File: src/rtl/reaction_timer_ctrl.sv
// Reaction timer trial sequencer: random delay, stimulus LED, reaction measurement.
// Optional early-press detection during the delay: REACTION_EARLY_DETECT_EN.
module reaction_timer_ctrl #(
  parameter int TICKS_PER_MS = 100000,
  parameter int MIN_DELAY_MS = 2000
) (
  input  logic        clk,
  input  logic        reset,
  input  logic        start,
  input  logic        stop,
  input  logic        clear,
  input  logic        rand_done_tick,
  input  logic [13:0] rand_num,
  output logic        rand_start,
  output logic        led,
  output logic        busy,
  output logic [9:0]  result_ms,
  output logic        result_valid,
  output logic        early,
  output logic        timeout
);

  localparam int PW = (TICKS_PER_MS > 2) ? $clog2(TICKS_PER_MS) : 1;

  typedef enum logic [2:0] {
    S_IDLE = 3'd0,
    S_RAND = 3'd1,
    S_WAIT = 3'd2,
    S_MEAS = 3'd3,
    S_DONE = 3'd4
  } state_t;

  state_t       state_q, state_d;
  logic [PW-1:0] presc_q, presc_d;
  logic [12:0]  cnt_q, cnt_d;
  logic [12:0]  delay_q, delay_d;
  logic [9:0]   res_q, res_d;
  logic         valid_q, valid_d;
  logic         tmo_q, tmo_d;
  logic         early_q, early_d;
  logic         rs_q, rs_d;
  logic         led_q, led_d;
  logic         busy_q, busy_d;
  logic         ms_tick;
  logic         unused_rand;

  assign unused_rand = ^rand_num[13:12];
  assign ms_tick = (presc_q == PW'(TICKS_PER_MS - 1));

  always_comb begin
    state_d = state_q;
    presc_d = presc_q;
    cnt_d   = cnt_q;
    delay_d = delay_q;
    res_d   = res_q;
    valid_d = valid_q;
    tmo_d   = tmo_q;
    early_d = early_q;
    rs_d    = 1'b0;
    if (clear) begin
      state_d = S_IDLE;
      res_d   = '0;
      valid_d = 1'b0;
      tmo_d   = 1'b0;
      early_d = 1'b0;
    end else begin
      unique case (state_q)
        S_IDLE, S_DONE: begin
          if (start) begin
            state_d = S_RAND;
            rs_d    = 1'b1;
            res_d   = '0;
            valid_d = 1'b0;
            tmo_d   = 1'b0;
            early_d = 1'b0;
          end
        end
        S_RAND: begin
          if (rand_done_tick) begin
            state_d = S_WAIT;
            delay_d = 13'(MIN_DELAY_MS) + {1'b0, rand_num[11:0]};
            presc_d = '0;
            cnt_d   = '0;
          end
        end
        S_WAIT: begin
`ifdef REACTION_EARLY_DETECT_EN
          if (stop) begin
            state_d = S_DONE;
            early_d = 1'b1;
            res_d   = '0;
            valid_d = 1'b0;
          end else
`endif
          if (cnt_q == delay_q) begin
            state_d = S_MEAS;
            presc_d = '0;
            cnt_d   = '0;
          end else if (ms_tick) begin
            presc_d = '0;
            cnt_d   = cnt_q + 13'd1;
          end else begin
            presc_d = presc_q + PW'(1);
          end
        end
        S_MEAS: begin
          // stop reports the count held before any same-cycle tick
          if (stop) begin
            state_d = S_DONE;
            res_d   = cnt_q[9:0];
            valid_d = 1'b1;
          end else if (ms_tick) begin
            presc_d = '0;
            if (cnt_q == 13'd999) begin
              state_d = S_DONE;
              res_d   = 10'd1000;
              tmo_d   = 1'b1;
              valid_d = 1'b1;
            end else begin
              cnt_d = cnt_q + 13'd1;
            end
          end else begin
            presc_d = presc_q + PW'(1);
          end
        end
        default: state_d = S_IDLE;
      endcase
    end
    led_d  = (state_d == S_MEAS);
    busy_d = (state_d == S_RAND) || (state_d == S_WAIT) ||
             (state_d == S_MEAS);
  end

  always_ff @(posedge clk) begin
    if (reset) begin
      state_q <= S_IDLE;
      presc_q <= '0;
      cnt_q   <= '0;
      delay_q <= '0;
      res_q   <= '0;
      valid_q <= 1'b0;
      tmo_q   <= 1'b0;
      early_q <= 1'b0;
      rs_q    <= 1'b0;
      led_q   <= 1'b0;
      busy_q  <= 1'b0;
    end else begin
      state_q <= state_d;
      presc_q <= presc_d;
      cnt_q   <= cnt_d;
      delay_q <= delay_d;
      res_q   <= res_d;
      valid_q <= valid_d;
      tmo_q   <= tmo_d;
      early_q <= early_d;
      rs_q    <= rs_d;
      led_q   <= led_d;
      busy_q  <= busy_d;
    end
  end

  assign rand_start   = rs_q;
  assign led          = led_q;
  assign busy         = busy_q;
  assign result_ms    = res_q;
  assign result_valid = valid_q;
  assign timeout      = tmo_q;
`ifdef REACTION_EARLY_DETECT_EN
  assign early = early_q;
`else
  logic unused_early;
  assign unused_early = early_q;
  assign early = 1'b0;
`endif

endmodule

File: config.mk
export PLATFORM = sky130hd
export DESIGN_NAME = reaction_timer_ctrl
export DESIGN_NICKNAME = d
export VERILOG_FILES = /design/src/rtl/reaction_timer_ctrl.sv
export SDC_FILE = /design/constraint.sdc
export NUM_CORES = 1
export LEC_CHECK = 0
export BUFFER_PORTS_ARGS = -buffer_cell sky130_fd_sc_hd__buf_2
export CAP_MARGIN = 20
export CORE_UTILIZATION = 31
export CTS_CLUSTER_SIZE = 20
export DETAILED_ROUTE_END_ITERATION = 8
export PLACE_DENSITY_LB_ADDON = 0.05
export SYNTH_ARGS = -nofsm -noshare
export SYNTH_HDL_FRONTEND = slang
export SYNTH_SLANG_ARGS = --single-unit
File: constraint.sdc
create_clock -name clk -period 4.95 [get_ports clk]
set_input_delay 0.2475 -clock clk [delete_from_list [all_inputs] [get_ports clk]]
set_output_delay 0.2475 -clock clk [all_outputs]
set_load 0.01 [all_outputs]
==> results by group <==
Global route
  • Vias in the first global route: 2606
  • Largest net degree at the start of global routing: 32
  • Antenna violations before repair: 0
  • First-pass GRT wire length: around 14000 microns
  • Total GRT Usage: about 16%
  • Grt ovf: 0

Status
  • Status: complete, no violations

STA
  • Setup WS post-layout: between 2000 and 2500 ps
  • Slew @ Worst Pin: around 1000 ps
  • Fmax: 363.3 MHz
  • Crit share post-route: between 50% and 60%
  • Min Tclk post-route: around 2800 ps
  • Slew Limit Fails: 0
  • Final Skew: roughly 18 ps
  • Max-slew headroom: 32.93%
  • Hold_ws: 126.5 ps
  • Final hold vios: 0
  • Final setup violation count: 0
  • RSZ-0062 raised after global routing: false
  • Setup TNS: 0 ps

CTS
  • Total CTS buffers: 9
  • Depth of the CTS H-tree: 3
  • Max Buffers Root-to-Sink: 2
  • Root buffer cell: clkbuf_8
  • CTS resizes: 0
  • Clock latency at the later pin of the worst-skew pair: about 350 ps
  • Clk slew on worst S/H paths: approximately 70 ps
  • CTS tree: built
  • Setup bufs post-CTS: 0
  • Cts hold-fix bufs: 0
  • CTS Sinks: 61

Route
  • DRT antenna net count: 0
  • Drt drc: 0
  • Number of DRC markers in iteration 0: roughly 100
  • Total number of vias: around 2800
  • First-pass DRT Iterations: 4
  • Highest routed layer: met4
  • Routed len/inst: 15.20 microns
  • Metal2 WL: between 3000 and 4000 microns
  • M1 WL: around 4100 microns
  • Met3 WL: about 300 microns
  • Vias per cell: about 5.1
  • Routed WL: just over 8000 microns

Yosys
  • Ys async rst share: 0%
  • Count leader, synth: dfxtp_1
  • Part of the Yosys area used for sequential elements: between 30% and 40%
  • Post-Syn Instances: roughly 380
  • Most instantiated cells after synthesis: 61 x dfxtp_1, 42 x nor2_1, 39 x nand2_1
  • Largest area contributor in the netlist: dfxtp_1
  • Yosys reg bits: 61
  • Mapped Avg Cell Area: between 8 and 9 sq um
  • Yosys Warn Count: 0
  • Synth Net Count: between 400 and 500
  • Synth top area share: a little under two fifths
  • Main flop type after synthesis: dfxtp_1
  • Synth area leaders: dfxtp_1 38%, a21oi_1 5.8%, nor2_1 4.9%, xnor2_1 4.9%, nand2_1 4.6%
  • Synth cell types: 62
  • Post-synth EDFFs: 0
  • Mapped Area: roughly 3200 sq um

Finish
  • Share of cells above drive strength 1: roughly 15%
  • # fillers: just over 1000
  • # nets final: between 400 and 500
  • Fin util: between 30% and 40%
  • Area occupied by multi-input gates: around 1800 sq um
  • Layout area overhead: 13.89%
  • Non-Filler Instances: between 500 and 600
  • Sequential Area: 1221 sq um
  • N_diodes: 0
  • Design area: approximately 3600 sq um

Placed design
  • Pre-CTS WS: 2199 ps
  • Placed Instances: between 500 and 600
  • Post-DP Area: ~3400 sq um
  • GPL Wtd Cong: ~0.77
  • Port Buf Inserts: 32
  • Hpwl dp: slightly below 6000 microns

Worst hold path
  • Hold WC Path Type: primary input to flip-flop

Power
  • Peak supply drop: about 140 uV
  • Leakage: between 1 and 1.5 nW
  • PD cells: approximately 300 nW/um^2
  • Tot Pwr: approximately 1.1 mW

Floorplanning
  • Core Area: approximately 9900 sq um
  • Starting density of the core: between 30% and 40%
  • IO Pins: 36
  • Row count: 36
  • DIE AREA: between 10000 and 15000 sq um
  • Die width: approximately 100 microns
  • Die Ht: ~100 microns

Critical path
  • Critical path class: flip-flop to flip-flop
  • Crit end category: flip-flop
  • Startpoint types: flip-flop
  • Crit-path max FO: 13
  • Flop2flop setup slack: 2200 ps
  • Crit path DAT: 3030 ps
  • Critical Path RT: between 5000 and 6000 ps

Run
  • Max_cap viols: 0
## cell usage in the layout, fill, tap and decap left out, types with 10 or more instances in the layout
master	count
a21oi_1	37
buf_2	32
clkbuf_8	11
dfxtp_1	61
nand2_1	39
nand3_1	12
nand4_1	17
nor2_1	42
nor3_1	10
o21ai_0	13
xnor2_1	18
xor2_1	11
## report_power, final
group / switching (mW) / internal [mW]
clock network: 0.212 / 0.310
registers: 0.00318 / 0.494
logic: 0.0444 / 0.0222
total: 0.259 / 0.826
## path summary, 6_finish.rpt
| check | start | cells past startpoint | end |
|---|---|---|---|
| max | cnt_q[2] | 6 | cnt_q[12] |
| min | rand_num[4] | 2 | delay_q[4] |
| min reg2reg | result_ms[5] | 2 | result_ms[5] |
| max reg2reg | cnt_q[2] | 6 | cnt_q[12] |
## worst max-delay path, stage by stage, from the launching register on
cell and delay (ps):
dfxtp_1 590, xnor2_1 170, nand4_1 150, nor4_4 850, o31ai_2 210, or4_1 550
a21oi_1 170
## layout make-up
class	count	area share, %
multi-input combinational	290	50.29
sequential	61	33.53
timing repair buffer	33	4.603
tap	133	4.569
clock buffer	12	4.260
clock inverter	4	1.924
inverter	8	0.8245
## state kept, by name, indices dropped and copies added (netlist names), 3 cells and up
| signal | count |
|---|---|
| cnt_q | 13 |
| delay_q | 13 |
| presc_q | 17 |
| result_ms | 10 |
| state_q | 3 |
## per-layer routing
metal	track usage (%)	vias to the layer above
met5	0	-
met3	3.210	8
met2	24.98	58
met1	22.69	1284
li1	-	1409
met4	5.901	0
## logic make-up (layout without fill, tap and decap cells)
kind of cell,after synthesis,in the layout,synth area share [%]
buffers and inverters,32,57,4.538
XOR/XNOR,29,29,7.942
other,1,1,0.1173
AND/OR/NAND/NOR,166,166,29.77
adder cells (fa/ha/maj),3,3,1.174
multiplexers,3,3,0.9781
flip-flops,61,61,38.18
AO/OA/AOI/OAI,88,88,17.29
Note: power is estimated with default switching activity, not from simulation.
